[src/rtl/controlador_matricial_pkg.sv]
// Purpose: shared constants, opcodes and FSM encoding for the matrix sequencer.
// Latency: n/a (declarations only).
// Backpressure: n/a.
package matriz_pkg;

  localparam int ELEM_W   = 8;
  localparam int ROWS_DEF = 5;
  localparam int ROW_W    = ROWS_DEF * ELEM_W;  // 40
  localparam int MAT_W    = ROWS_DEF * ROW_W;   // 200
  localparam int INSTR_W  = 28;
  localparam int OPC_W    = 4;

  localparam logic [OPC_W-1:0] OP_SOMA          = 4'b0011;
  localparam logic [OPC_W-1:0] OP_SUBTRACAO     = 4'b0100;
  localparam logic [OPC_W-1:0] OP_MULTIPLICACAO = 4'b0101;
  localparam logic [OPC_W-1:0] OP_TRANSPOSTA    = 4'b0110;
  localparam logic [OPC_W-1:0] OP_OPOSTA        = 4'b0111;

  typedef enum logic [2:0] {
    ST_IDLE,
    ST_FETCH_A,
    ST_FETCH_B,
    ST_EXEC,
    ST_RELEASE,
    ST_STORE,
    ST_FINISH
  } state_t;

  function automatic logic op_legal(input logic [OPC_W-1:0] op);
    return op inside {OP_SOMA, OP_SUBTRACAO, OP_MULTIPLICACAO, OP_TRANSPOSTA, OP_OPOSTA};
  endfunction

endpackage

[src/rtl/controlador_matricial_if.sv]
// Purpose: bundles instruction bus, matrix-memory port and ALU handshake of the sequencer.
// Latency: n/a (wiring only). master = sequencer side, slave = environment side.
// Backpressure: instr_valid/instr_ready on the command side; memory and ALU are never stalled.
interface controlador_matricial_if
  import matriz_pkg::*;
#(
  parameter int ADDR_W = 8,
  parameter int ROWS   = ROWS_DEF
) ();

  localparam int LW = ROWS * ELEM_W;
  localparam int MW = ROWS * LW;

  logic [INSTR_W-1:0] instr;
  logic               instr_valid;
  logic               instr_ready;
  logic               cmd_done;
  logic               cmd_error;
  logic               busy;
  logic [ADDR_W-1:0]  mem_addr;
  logic               mem_rd;
  logic [LW-1:0]      mem_rdata;
  logic               mem_wr;
  logic [LW-1:0]      mem_wdata;
  logic [OPC_W-1:0]   alu_opcode;
  logic [MW-1:0]      alu_matrizA;
  logic [MW-1:0]      alu_matrizB;
  logic               alu_start;
  logic [MW-1:0]      alu_resultado;
  logic               alu_done;

  modport master (
    input  instr, instr_valid, mem_rdata, alu_resultado, alu_done,
    output instr_ready, cmd_done, cmd_error, busy, mem_addr, mem_rd, mem_wr, mem_wdata,
           alu_opcode, alu_matrizA, alu_matrizB, alu_start
  );

  modport slave (
    output instr, instr_valid, mem_rdata, alu_resultado, alu_done,
    input  instr_ready, cmd_done, cmd_error, busy, mem_addr, mem_rd, mem_wr, mem_wdata,
           alu_opcode, alu_matrizA, alu_matrizB, alu_start
  );

endinterface

[src/rtl/controlador_matricial_contador_linhas.sv]
// Purpose: row counter k with wrap-around row address addr = (base + k) mod 2^ADDR_W.
// Latency: k changes one cycle after clr/inc; addr is combinational from k and base.
// Backpressure: none; the sequencer decides when to clear or advance.
// Ports: clk, rst_n, clr (k<=0, wins over inc), inc (k<=k+1), base, k, addr.
module contador_linhas #(
  parameter int ADDR_W = 8,
  parameter int KW     = 3
) (
  input  logic              clk,
  input  logic              rst_n,
  input  logic              clr,
  input  logic              inc,
  input  logic [ADDR_W-1:0] base,
  output logic [KW-1:0]     k,
  output logic [ADDR_W-1:0] addr
);

  logic [KW-1:0] k_q, k_d;

  always_comb begin
    k_d = k_q;
    if (clr) begin
      k_d = '0;
    end else if (inc) begin
      k_d = k_q + KW'(1);
    end
  end

  always_ff @(posedge clk or negedge rst_n) begin
    if (!rst_n) begin
      k_q <= '0;
    end else begin
      k_q <= k_d;
    end
  end

  assign k = k_q;
  // Truncation to ADDR_W bits gives the legal wrap past the top of memory.
  assign addr = base + ADDR_W'(k_q);

endmodule

[src/rtl/controlador_matricial.sv]
// Purpose: sequences one matrix-ALU command: fetch A and B rows, run ALU, store result rows.
// Latency: accept->cmd_done = 21 cycles with a 1-cycle ALU, plus extra ALU cycles one-for-one.
// Backpressure: instr_ready only in IDLE; memory and ALU are assumed always ready.
// Ports: clk, rst_n (async, active-low), bus (controlador_matricial_if.master).
module controlador_matricial
  import matriz_pkg::*;
#(
  parameter int ADDR_W  = 8,
  parameter int ROWS    = ROWS_DEF,
  parameter int TIMEOUT = 64
) (
  input  logic                    clk,
  input  logic                    rst_n,
  controlador_matricial_if.master bus
);

  localparam int LW = ROWS * ELEM_W;
  localparam int KW = $clog2(ROWS + 1);
  localparam int TW = $clog2(TIMEOUT + 1);
  localparam logic [KW-1:0] K_FETCH_END = KW'(ROWS);
  localparam logic [KW-1:0] K_STORE_END = KW'(ROWS - 1);
  localparam logic [TW-1:0] WAIT_LAST   = TW'(TIMEOUT - 1);

  state_t                    state_q, state_d;
  logic [OPC_W-1:0]          opcode_q, opcode_d;
  logic [ADDR_W-1:0]         base_a_q, base_a_d;
  logic [ADDR_W-1:0]         base_b_q, base_b_d;
  logic [ADDR_W-1:0]         base_r_q, base_r_d;
  logic                      cmd_error_q, cmd_error_d;
  logic [TW-1:0]             wait_q, wait_d;
  logic [ROWS-1:0][LW-1:0]   mat_a_q, mat_a_d;
  logic [ROWS-1:0][LW-1:0]   mat_b_q, mat_b_d;
  logic [ROWS-1:0][LW-1:0]   res_q, res_d;

  logic                      cnt_clr, cnt_inc;
  logic [ADDR_W-1:0]         cnt_base, cnt_addr;
  logic [KW-1:0]             cnt_k, row_prev;
  logic                      new_legal;

  contador_linhas #(.ADDR_W(ADDR_W), .KW(KW)) u_contador_linhas (
    .clk  (clk),
    .rst_n(rst_n),
    .clr  (cnt_clr),
    .inc  (cnt_inc),
    .base (cnt_base),
    .k    (cnt_k),
    .addr (cnt_addr)
  );

  // Read data lags the strobe by one cycle, so at count k we hold row k-1.
  assign row_prev  = cnt_k - KW'(1);
  assign new_legal = op_legal(bus.instr[27:24]);

  always_comb begin
    state_d     = state_q;
    opcode_d    = opcode_q;
    base_a_d    = base_a_q;
    base_b_d    = base_b_q;
    base_r_d    = base_r_q;
    cmd_error_d = cmd_error_q;
    wait_d      = wait_q;
    mat_a_d     = mat_a_q;
    mat_b_d     = mat_b_q;
    res_d       = res_q;
    cnt_clr     = 1'b0;
    cnt_inc     = 1'b0;
    cnt_base    = base_a_q;

    bus.instr_ready = 1'b0;
    bus.cmd_done    = 1'b0;
    bus.mem_rd      = 1'b0;
    bus.mem_wr      = 1'b0;
    bus.mem_addr    = '0;
    bus.mem_wdata   = '0;
    bus.alu_start   = 1'b0;

    case (state_q)
      ST_IDLE: begin
        bus.instr_ready = 1'b1;
        if (bus.instr_valid) begin
          opcode_d    = bus.instr[27:24];
          base_a_d    = bus.instr[23:16];
          base_b_d    = bus.instr[15:8];
          base_r_d    = bus.instr[7:0];
          cmd_error_d = !new_legal;
          wait_d      = '0;
          cnt_clr     = 1'b1;
          state_d     = new_legal ? ST_FETCH_A : ST_FINISH;
        end
      end

      ST_FETCH_A, ST_FETCH_B: begin
        cnt_base = (state_q == ST_FETCH_A) ? base_a_q : base_b_q;
        if (cnt_k != K_FETCH_END) begin
          bus.mem_rd   = 1'b1;
          bus.mem_addr = cnt_addr;
        end
        if (cnt_k != '0) begin
          if (state_q == ST_FETCH_A) begin
            mat_a_d[row_prev] = bus.mem_rdata;
          end else begin
            mat_b_d[row_prev] = bus.mem_rdata;
          end
        end
        if (cnt_k == K_FETCH_END) begin
          cnt_clr = 1'b1;
          state_d = (state_q == ST_FETCH_A) ? ST_FETCH_B : ST_EXEC;
        end else begin
          cnt_inc = 1'b1;
        end
      end

      ST_EXEC: begin
        // A done level already present on entry is taken as completion.
        bus.alu_start = 1'b1;
        if (bus.alu_done) begin
          res_d   = bus.alu_resultado;
          state_d = ST_RELEASE;
        end else if (wait_q == WAIT_LAST) begin
          cmd_error_d = 1'b1;
          state_d     = ST_FINISH;
        end else begin
          wait_d = wait_q + TW'(1);
        end
      end

      ST_RELEASE: begin
        // One cycle with start low so the ALU drops done before the next command.
        cnt_clr = 1'b1;
        state_d = ST_STORE;
      end

      ST_STORE: begin
        cnt_base      = base_r_q;
        bus.mem_wr    = 1'b1;
        bus.mem_addr  = cnt_addr;
        bus.mem_wdata = res_q[cnt_k];
        if (cnt_k == K_STORE_END) begin
          cnt_clr = 1'b1;
          state_d = ST_FINISH;
        end else begin
          cnt_inc = 1'b1;
        end
      end

      ST_FINISH: begin
        bus.cmd_done = 1'b1;
        state_d      = ST_IDLE;
      end

      default: begin
        state_d = ST_IDLE;
      end
    endcase
  end

  always_ff @(posedge clk or negedge rst_n) begin
    if (!rst_n) begin
      state_q     <= ST_IDLE;
      opcode_q    <= '0;
      base_a_q    <= '0;
      base_b_q    <= '0;
      base_r_q    <= '0;
      cmd_error_q <= 1'b0;
      wait_q      <= '0;
      mat_a_q     <= '0;
      mat_b_q     <= '0;
      res_q       <= '0;
    end else begin
      state_q     <= state_d;
      opcode_q    <= opcode_d;
      base_a_q    <= base_a_d;
      base_b_q    <= base_b_d;
      base_r_q    <= base_r_d;
      cmd_error_q <= cmd_error_d;
      wait_q      <= wait_d;
      mat_a_q     <= mat_a_d;
      mat_b_q     <= mat_b_d;
      res_q       <= res_d;
    end
  end

  assign bus.busy        = (state_q != ST_IDLE);
  assign bus.cmd_error   = cmd_error_q;
  assign bus.alu_opcode  = opcode_q;
  assign bus.alu_matrizA = mat_a_q;
  assign bus.alu_matrizB = mat_b_q;

endmodule

[src/flat_wrapper.sv]
// flat-port wrapper written by rule: the top's interface ports become plain ports
module controlador_matricial_flat import matriz_pkg::*;
#(
  parameter int ADDR_W  = 8,
  parameter int ROWS    = ROWS_DEF,
  parameter int TIMEOUT = 64
)
  (clk, rst_n, bus_instr, bus_instr_valid, bus_mem_rdata, bus_alu_resultado, bus_alu_done, bus_instr_ready, bus_cmd_done, bus_cmd_error, bus_busy, bus_mem_addr, bus_mem_rd, bus_mem_wr, bus_mem_wdata, bus_alu_opcode, bus_alu_matrizA, bus_alu_matrizB, bus_alu_start);
  controlador_matricial_if #(.ADDR_W(ADDR_W), .ROWS(ROWS)) bus_i ();
  input  logic clk;
  input  logic rst_n;
  input wire logic [$bits(bus_i.instr)-1:0] bus_instr;
  input wire logic [$bits(bus_i.instr_valid)-1:0] bus_instr_valid;
  input wire logic [$bits(bus_i.mem_rdata)-1:0] bus_mem_rdata;
  input wire logic [$bits(bus_i.alu_resultado)-1:0] bus_alu_resultado;
  input wire logic [$bits(bus_i.alu_done)-1:0] bus_alu_done;
  output wire logic [$bits(bus_i.instr_ready)-1:0] bus_instr_ready;
  output wire logic [$bits(bus_i.cmd_done)-1:0] bus_cmd_done;
  output wire logic [$bits(bus_i.cmd_error)-1:0] bus_cmd_error;
  output wire logic [$bits(bus_i.busy)-1:0] bus_busy;
  output wire logic [$bits(bus_i.mem_addr)-1:0] bus_mem_addr;
  output wire logic [$bits(bus_i.mem_rd)-1:0] bus_mem_rd;
  output wire logic [$bits(bus_i.mem_wr)-1:0] bus_mem_wr;
  output wire logic [$bits(bus_i.mem_wdata)-1:0] bus_mem_wdata;
  output wire logic [$bits(bus_i.alu_opcode)-1:0] bus_alu_opcode;
  output wire logic [$bits(bus_i.alu_matrizA)-1:0] bus_alu_matrizA;
  output wire logic [$bits(bus_i.alu_matrizB)-1:0] bus_alu_matrizB;
  output wire logic [$bits(bus_i.alu_start)-1:0] bus_alu_start;
  assign bus_i.instr = bus_instr;
  assign bus_i.instr_valid = bus_instr_valid;
  assign bus_i.mem_rdata = bus_mem_rdata;
  assign bus_i.alu_resultado = bus_alu_resultado;
  assign bus_i.alu_done = bus_alu_done;
  assign bus_instr_ready = bus_i.instr_ready;
  assign bus_cmd_done = bus_i.cmd_done;
  assign bus_cmd_error = bus_i.cmd_error;
  assign bus_busy = bus_i.busy;
  assign bus_mem_addr = bus_i.mem_addr;
  assign bus_mem_rd = bus_i.mem_rd;
  assign bus_mem_wr = bus_i.mem_wr;
  assign bus_mem_wdata = bus_i.mem_wdata;
  assign bus_alu_opcode = bus_i.alu_opcode;
  assign bus_alu_matrizA = bus_i.alu_matrizA;
  assign bus_alu_matrizB = bus_i.alu_matrizB;
  assign bus_alu_start = bus_i.alu_start;
  controlador_matricial #(.ADDR_W(ADDR_W), .ROWS(ROWS), .TIMEOUT(TIMEOUT)) u_core (.clk(clk), .rst_n(rst_n), .bus(bus_i));
endmodule
[config.mk]
export PLATFORM = sky130hd
export DESIGN_NAME = controlador_matricial_flat
export DESIGN_NICKNAME = d
export VERILOG_FILES = /design/src/rtl/controlador_matricial_pkg.sv /design/src/rtl/controlador_matricial_if.sv /design/src/rtl/controlador_matricial_contador_linhas.sv /design/src/rtl/controlador_matricial.sv /design/src/flat_wrapper.sv
export SDC_FILE = /design/constraint.sdc
export NUM_CORES = 1
export LEC_CHECK = 0
export BUFFER_PORTS_ARGS = -buffer_cell sky130_fd_sc_hd__buf_2
export CAP_MARGIN = 30
export CELL_PAD_IN_SITES_DETAIL_PLACEMENT = 1
export CELL_PAD_IN_SITES_GLOBAL_PLACEMENT = 2
export CORE_AREA = 4 4 286 288
export DETAILED_ROUTE_END_ITERATION = 8
export DIE_AREA = 0 0 290 292
export PLACE_DENSITY = 0.81
export SLEW_MARGIN = 20
export SYNTH_ARGS = -nofsm -noshare
export SYNTH_HDL_FRONTEND = slang
export SYNTH_SLANG_ARGS = --single-unit
[constraint.sdc]
create_clock -name clk -period 4.09 [get_ports clk]
set_clock_uncertainty 0.1 [all_clocks]
set_input_delay 0.2045 -clock clk [delete_from_list [all_inputs] [get_ports clk]]
set_output_delay 0.2045 -clock clk [all_outputs]
set_load 0.01 [all_outputs]
== Word-level counts from Yosys, hierarchy flattened ==
Cells that the tools add are included.
Word-level totals
  register bits: 642
  latch bits: 0
  RAM bits: 0
  ROM bits: 0
  input bits: 272
  word-level logic and storage cells: 111
  memories: 0
Operators by class
  $add $sub $neg: 4
  multipliers: 0
  divide/modulo/power cells: 0
  magnitude comparators: 3
  equal/unequal tests: 22
  shift-type cells: 0
  multiplexer cells: 42
  bitwise operators: 1
  reduce and logical (&&, ||, !) cells: 16
Operator list (count)
  200-bit bitwise mux: 2
  40-bit binary-select mux with 3-bit select: 1
  40-bit demux with 3-bit select: 1
  40-bit 2-to-1 mux: 3
  8-bit one-hot mux with 2 select lines: 2
  3-bit 2-to-1 mux: 8
  7-bit 2-to-1 mux: 3
  4-bit by 3-bit equality test with 1-bit output, second input constant: 4
  8-bit 2-to-1 mux: 2
  3-bit equality test, second input constant: 5
  1-bit 2-to-1 mux: 15
  3-bit one-hot mux with 5 select lines: 1
  7-bit one-hot mux with 2 select lines: 1
  4-bit AND reduction: 3
  8-bit by 3-bit adder with 8-bit output: 1
  3-bit by 4-bit < comparator with 1-bit output, second input constant: 2
  7-bit by 1-bit adder with 7-bit output, second input constant: 1
  7-bit by 6-bit equality test with 1-bit output, second input constant: 1
  3-bit by 2-bit equality test with 1-bit output, second input constant: 2
  2-bit by 1-bit != test with 1-bit output, second input constant: 3
  2-bit != test, second input constant: 3
  3-bit AND reduction: 2
  3-bit nonzero test: 2
  5-bit nonzero test: 1
  16 further kinds: 19

== Depth between registers and ports, before layout ==
Gate-level depths: netlist of run 1.
  depth after elaboration: 6
  gate-level depth with buffers: 14
  depth with buffers taken out: 13

== Cells and area by module ==
From an unflattened synthesis of run 1, not the netlist that was laid out.
Unflattened totals
  cells, all modules: 1763
  area total of the unflattened synthesis: 26381.6 µm²
Modules (own cells, without submodules)
  controlador_matricial: times used 1, cells an instance 1728, area an instance 26065.0 µm², seq. area each 15990.3 µm²
  contador_linhas: times used 1, cells an instance 35, area an instance 316.6 µm², seq. area each 75.1 µm²

== Least setup slack after synthesis of run 1 ==
Ideal clock, no wire load.
  path type: reg2out
  start: reg u_core.state_q[2]
  end: out bus_mem_addr[7]
  arrival time: 2.674 ns
  setup slack: 1.112 ns
  stages on the path, launching flop included: 14
  path through: dfrtp_1 > buf_4 > nor2b_1 > nand2_1 > inv_2 > nor2_1 > and2_1 > a221o_1 > ha_1 > a21o_1 > a21o_1 > nand4_1 > nor4_1 > mux2_2
On the way
  cells in the longest elaborated chain, start to end: 6
  elaborated cells between the ends (all ways): 9
RTL lines
  start, declared: line controlador_matricial.sv:24  | state_t state_q, state_d;
  start signal, assigned: line controlador_matricial.sv:170  | state_q <= state_d;
  3-bit by 1-bit equality test with 1-bit output / 3-bit by 2-bit equality test with 1-bit output (equally long branches): line controlador_matricial.sv:77, controlador_matricial.sv:93
  8-bit 2-to-1 mux / 2-bit OR reduction (equally long branches): line controlador_matricial.sv:93, controlador_matricial.sv:77
  8-bit one-hot mux with 2 select lines: line controlador_matricial.sv:77  | case (state_q)
  8-bit by 3-bit adder with 8-bit output: line controlador_matricial_contador_linhas.sv:39  | assign addr = base + ADDR_W'(k_q);
  8-bit 2-to-1 mux: line controlador_matricial.sv:94  | if (cnt_k != K_FETCH_END) begin
  8-bit one-hot mux with 2 select lines *: line controlador_matricial.sv:77
  end, declared: line flat_wrapper.sv:21  | output wire logic [$bits(bus_i.mem_addr)-1:0] bus_mem_addr;
Every way passes the cells marked *; elsewhere a longest branch is shown, timed or not.

== Final worst setup path of run 1 ==
Ends and elaborated chain as after synthesis.

==> results of run 1 <==
## per-layer routing
layer | vias to the layer above | global-route usage | wire length [um]
met5 | - | 0 | 34
met4 | 6 | 0.117 | 5250
met3 | 211 | 0.0589 | 6790
met2 | 762 | 0.381 | 48000
met1 | 10000 | 0.269 | 37900
li1 | 8213 | - | -
## critical path, delay by kind of cell, from the launching register on
family                   cells  cell delay, ns
multiplexers                 1            0.37
buffers and inverters        2            0.32
flip-flops                   1            0.48
AND/OR/NAND/NOR              5            0.92
AO/OA/AOI/OAI                3            0.54
adder cells (fa/ha/maj)      1            0.30
## power groups by stage
stage	registers (W)	logic (W)	clock network (W)
finish	0.0111	0.0107	0.00672
global route	0.0114	0.0116	0.00717
CTS	0.0110	0.0108	0.00686
detailed placement	0.0111	0.0105	0
global placement	0.0109	0.0101	0
floorplan	0.0114	0.00544	0
## area by class of cell
| cell class | count | area [sq um] | share of cell area |
|---|---|---|---|
| tap | 1050 | 1310 | 0.0359 |
| multi-input combinational | 982 | 9790 | 0.268 |
| clock buffer | 108 | 2170 | 0.0593 |
| clock inverter | 23 | 339 | 0.00927 |
| antenna | 3 | 7.51 | 0.000205 |
| sequential | 642 | 16100 | 0.440 |
| timing repair buffer | 1038 | 6820 | 0.186 |
| inverter | 12 | 45.0 | 0.00123 |
## metrics by stage
| step | instances | area (sq um) | hold WS [ns] | utilization |
|---|---|---|---|---|
| floorplan | 1778 | 26500 | -0.191 | - |
| global placement | 3452 | 31300 | 0.176 | 0.397 |
| global route | 3858 | 36600 | 0.0366 | 0.464 |
| detailed placement | 3454 | 31300 | 0.185 | 0.397 |
| CTS | 3850 | 36500 | 0.0164 | 0.463 |
| finish | 3858 | 36600 | 0.0766 | 0.464 |
## cells in the final DEF (no fill, tap or decap), types with 14 or more instances in the layout
cell type      count
a22oi_1           42
buf_2            729
buf_4             29
clkbuf_1          14
clkbuf_16         73
clkbuf_8          21
dfrtp_1          638
dlygate4sd3_1    264
mux2_2           561
mux2_4            40
mux4_2            40
nand2_1          102
nor2_1            63
## how the worst max path moves through the flow
stage / startpoint / to / slack, ns
floorplan: u_core.state_q[2] / bus_mem_addr[7] / 1.11
global placement: u_core.state_q[2] / bus_mem_addr[7] / 0.70
detailed placement: u_core.state_q[2] / bus_mem_addr[7] / 0.56
CTS: u_core.state_q[2] / bus_mem_addr[7] / 0.03
global route: u_core.state_q[2] / bus_mem_addr[7] / 0.03
finish: u_core.state_q[2] / bus_mem_addr[7] / 0.23
## cells by family after synthesis
group	share of synthesized area
mux	0.298
fa+ha+maj	0.00453
flops	0.606
compound gates	0.0228
buf+inv	0.0275
xor+xnor	0.00132
simple gates	0.0399
## state kept, by name, indices dropped and copies added (netlist names)
name and cells:
u_core.base_a_q 8, u_core.wait_q 7, u_core.base_r_q 8, u_core.bus.alu_matrizB 200, u_core.res_q 200, u_core.state_q 3
u_core.bus.cmd_error 1, u_core.u_contador_linhas.k 3, u_core.bus.alu_opcode 4, u_core.base_b_q 8, u_core.bus.alu_matrizA 200
## what timing repair did
| item | 4_1_cts | 5_1_grt |
|---|---|---|
| buffers inserted | 1 | 5 |
| hold buffers | 264 | 0 |
| setup endpoints to repair | 2 | 3 |
| endpoints found under the hold margin | 624 | 0 |
| resized for setup | 1 | 4 |
==> metrics.cfg, run 1 <==
[run_status]
status = finished, final reports clean

[routing]
drc = 0
routedWlPerCell_um = 25.4
avgViaCountPerCell = 4.98
num_vias = 19200
dr.first_iter.drc_count = 892
final_antenna_net_count = 0
totalWireLength_um = 98000
first_pass_iters = 4

[synth]
yosysUniqueCellTypes = 55
async_flop_share = 1.00
yosysWarnings = 0
synth_top_area_frac = 0.606
ys_seq_area_frac = 0.606
yosysMostFrequentCell = dfrtp_1
syn_inst = 1778
synth-edff-count = 0
synth-seq-cells = 642
syn-num-nets = 2059
syn_area_sq_mm = 0.0265
yosysTopAreaCell = dfrtp_1
ys.flop_type = dfrtp_1
syn_area_per_cell_sq_um = 14.9
synth_common_cells = 642 x dfrtp_1, 561 x mux2_2, 104 x nand2_1, 70 x nor2_1, 63 x buf_2
yosys-top-cells-area = dfrtp_1 61%, mux2_2 24%, mux4_2 3.4%, mux2_4 2.3%, nand2_1 1.5%

[placed_design]
place_ws_ns = 0.556
place.gp.congestion = 0.858
io_buffers = 730
hpwl_um = 65900

[min_path]
min_path_type = in2reg
hold_path.startpoint = bus_mem_rdata[0]
hold_path_end = u_core.bus.alu_matrizA[80]
whs_path_depth = 2

[timing]
worst_pin_slew_ns = 0.977
max_freq_mhz = 259
slew_violations = 0
period_share = 0.944
tns_ns = 0
finalSetupViolations = 0
hold_viol_final = 0
period_needed_ns = 3.86
rsz0062_at_grt = false
slew-limit-headroom = 0.341
worst_slack_ns = 0.230

[die]
io_pins = 731
num_rows = 103
initial_core_util = 0.336
core_area_sq_mm = 0.0789
die_width_um = 290
die-area_sq_mm = 0.0847
die_h_um = 292

[critical_path]
critPathSlowestCell = dfrtp_2
cpPeakStageDelay_ns = 0.48
worstSetupStartpointType = flop
rr_endpoint = u_core.bus.alu_matrizA[47]
timing.rr.start = u_core.u_contador_linhas.k[0]
cp_max_fo = 11
rrSetupSlack_ns = 1.06
endpoint_kind = primary output
cp.required_ns = 3.79
rr_worst_depth = 8
cpMostUsedCell = a21o_1
cp.arrival_ns = 3.56
crit_type = reg2out
cp_cell_sequence = buf_4 > nor3b_4 > nor2_2 > and2_1 > a221o_1 > ha_1 > a21o_1 > a21o_1 > nand4_1 > nor4_2 > mux2_2 > buf_2

[clocking]
clk_latency_ns = 0.61
numCtsBuffers = 73
clkSinkCount = 642
cts_max_level = 3
clkTransAtPathRegs_ns = 0.06
cts_buffer_depth = 3
root_buffer = clkbuf_16
tritoncts = built

[power_and_ir_drop]
switching_share = 0.350
vdd.ir_drop.worst_mv = 0.374
power.leakage_nw = 17.8
internal-power_w = 0.0186
power.switching_w = 0.00999
power.share.sequential = 0.388
clkPwrFrac = 0.235
p_total_w = 0.0286
combinationalPowerShare = 0.376
power_density_mw_per_mm2 = 781

[finish]
fillers = 8167
final_nets = 3030
area_growth_syn_to_layout_pct = 37.9
final_layout_size_suffix_gt1_frac = 0.556

[global_route]
overflow = 0
gr-usage-all-layers = 0.227
grt_pass1_vias = 21600
grt_start_max_net_pins = 102
grt_first_pass_wirelength_um = 147000
antenna_found_initial = 9

[run]
drv_cap = 0

(Power assumes the default switching activity.)
==> run 2, diff against run 1 <==
CORE_AREA = 2 2 283 285   (was 4 4 286 288)
DIE_AREA = 0 0 285 287   (was 0 0 290 292)
clock period = 4.2 ns   (was 4.09 ns; I/O delays follow)
==> run 2 against run 1 <==
Effect of this change:
- combinational power barely moved
- core utilization up 0.050 points
- power shrank 3.1%
- non-clock buffer count down 7
==> metrics.cfg, run 2 (same netlist as run 1, synthesis figures left out) <==
[run_status]
status = finished, final reports clean

[placed_design]
place_ws_ns = 0.840  ; +0.284 ns
hpwl_um = 65400  ; -0.79%
place.gp.congestion = 0.875  ; +1.9%
io_buffers = 730  ; unchanged

[finish]
final_nets = 3025  ; -0.17%
final_layout_size_suffix_gt1_frac = 0.554  ; -0.00139
seqCellArea_sq_mm = 0.0161  ; about the same
area_growth_syn_to_layout_pct = 37.6
fillers = 8167  ; unchanged
layout.cells.most_common_list = 729 x buf_2, 639 x dfrtp_1, 561 x mux2_2
layout_commonest_cell = buf_2
multiInputGateArea_sq_mm = 0.00979  ; about the same

[critical_path]
cp_cell_sequence = nor2b_1 > nand2_2 > inv_2 > nor2_1 > and2_1 > a221o_1 > ha_1 > a21o_1 > a21o_1 > nand4_1 > nor4_1 > mux2_2 > buf_2
worstSetupStartpointType = flop
cpMostUsedCell = a21o_1
cpPeakStageDelay_ns = 0.53  ; +0.05 ns
critPathSlowestCell = dfrtp_1
endpoint_kind = primary output
cp_max_fo = 10  ; -1
cp.arrival_ns = 3.63  ; +0.07 ns
crit_family = simple AND/OR/NAND/NOR gates
critical_path_buf_inv_count = 2  ; unchanged
crit_type = reg2out
cp.required_ns = 3.89  ; +0.10 ns

[clocking]
numCtsBuffers = 75  ; +2.7%
clk_latency_ns = 0.62  ; about the same
tritoncts = built
clkSinkCount = 642  ; unchanged
clkTransAtPathRegs_ns = 0.06  ; about the same
cts_buffer_depth = 3  ; unchanged
root_buffer = clkbuf_16
cts_max_level = 3  ; unchanged

[global_route]
overflow = 0  ; unchanged
grt_first_pass_wirelength_um = 142000  ; -2.9%
gr-usage-all-layers = 0.231  ; +0.00451
grt_pass1_vias = 21600  ; -0.060%
grt_start_max_net_pins = 109  ; +6.9%
antenna_found_initial = 15  ; +6

[timing]
finalSetupViolations = 0  ; unchanged
max_freq_mhz = 254
hold_viol_final = 0  ; unchanged
holdWs_ns = 0.0860  ; +0.00942 ns
rsz0062_at_grt = false
worst_slack_ns = 0.262  ; +0.0315 ns
worst_pin_slew_ns = 0.987  ; +0.0103 ns
tns_ns = 0  ; unchanged
period_share = 0.938
slew-limit-headroom = 0.342  ; +0.00141
period_needed_ns = 3.94
slew_violations = 0  ; unchanged

[power_and_ir_drop]
vdd.ir_drop.worst_mv = 0.412  ; +10%
power.leakage_nw = 17.8  ; -0.13%
p_total_w = 0.0277  ; -3.1%
power_density_mw_per_mm2 = 759  ; -2.9%

[die]
die-area_sq_mm = 0.0818  ; -3.4%
die_width_um = 285  ; -1.7%
initial_core_util = 0.337  ; +0.00110
die_h_um = 287  ; -1.7%
io_pins = 731  ; unchanged
core_area_sq_mm = 0.0786  ; -0.33%
num_rows = 103  ; unchanged

[routing]
first_pass_iters = 5  ; +1
dr.first_iter.drc_count = 843  ; -5.5%
totalWireLength_um = 96300  ; -1.7%
num_vias = 19100  ; -0.65%
final_antenna_net_count = 0  ; unchanged
drc = 0  ; unchanged
routedWlPerCell_um = 24.9  ; -1.8%
avgViaCountPerCell = 4.94  ; -0.75%

[run]
drv_cap = 0  ; unchanged

[min_path]
min_path_type = in2reg

-- run 2: report_power, final --
group / switching [W] / total, W / internal [W]
clock: 0.00271 / 0.00645 / 0.00374
sequential: 0.00178 / 0.0108 / 0.00905
combinational: 0.00522 / 0.0104 / 0.00518
-- run 2: path summary, 6_finish.rpt --
kind                                                from                     endpoint  slack, ns  cells after the start
hold / removal                          bus_mem_rdata[6]  u_core.bus.alu_matrizB[166]       0.09                      2
setup / recovery                       u_core.state_q[2]              bus_mem_addr[7]       0.26                     13
max in group asynchronous                          rst_n    u_core.bus.alu_matrizB[3]       2.54                      3
hold reg to reg                       u_core.base_a_q[1]           u_core.base_a_q[1]       0.38                      2
setup reg to reg           u_core.u_contador_linhas.k[1]  u_core.bus.alu_matrizA[127]       1.38                      8
min in group asynchronous                          rst_n             u_core.res_q[25]       0.17                      2
-- run 2: metrics by stage --
step,instance area [sq um],utilization,std cells
after floorplan,26500,-,1778
after global placement,31300,0.398,3452
after detailed placement,31300,0.399,3454
after CTS,36500,0.464,3852
after global routing,36500,0.464,3862
final,36500,0.464,3862
-- run 2: layout make-up --
| cell class | instances | area share |
|---|---|---|
| Clock buffer | 115 | 0.0619 |
| Timing Repair Buffer | 1031 | 0.185 |
| Antenna cell | 9 | 0.000617 |
| Sequential cell | 642 | 0.441 |
| Multi-Input combinational cell | 982 | 0.268 |
| Clock inverter | 21 | 0.00607 |
| Tap cell | 1050 | 0.0360 |
| Inverter | 12 | 0.00123 |
-- run 2: timing repair --
action                                  in CTS  in global routing
setup buffers                                0                  0
endpoints found under the hold margin      632                  0
hold buffers                               262                  0
endpoints found under the setup margin       0                  2
gates resized for setup                      0                  1
-- run 2: layer usage --
layer  wire [um]  up-vias  global-route usage
li1            -     8226                   -
met4        4730        4               0.115
met1       37000     9926               0.267
met3        6120      197              0.0540
met5          26        -                   0
met2       48500      718               0.404
-- run 2: worst register-to-register path, cell delays in order, from the launching register on --
cell and delay, ns:
dfrtp_2 0.36, inv_1 0.11, ha_1 0.24, nor3_1 0.17, a21oi_1 0.07, nand3b_1 0.36, or3_2 0.71, buf_12 0.26
mux2_2 0.31
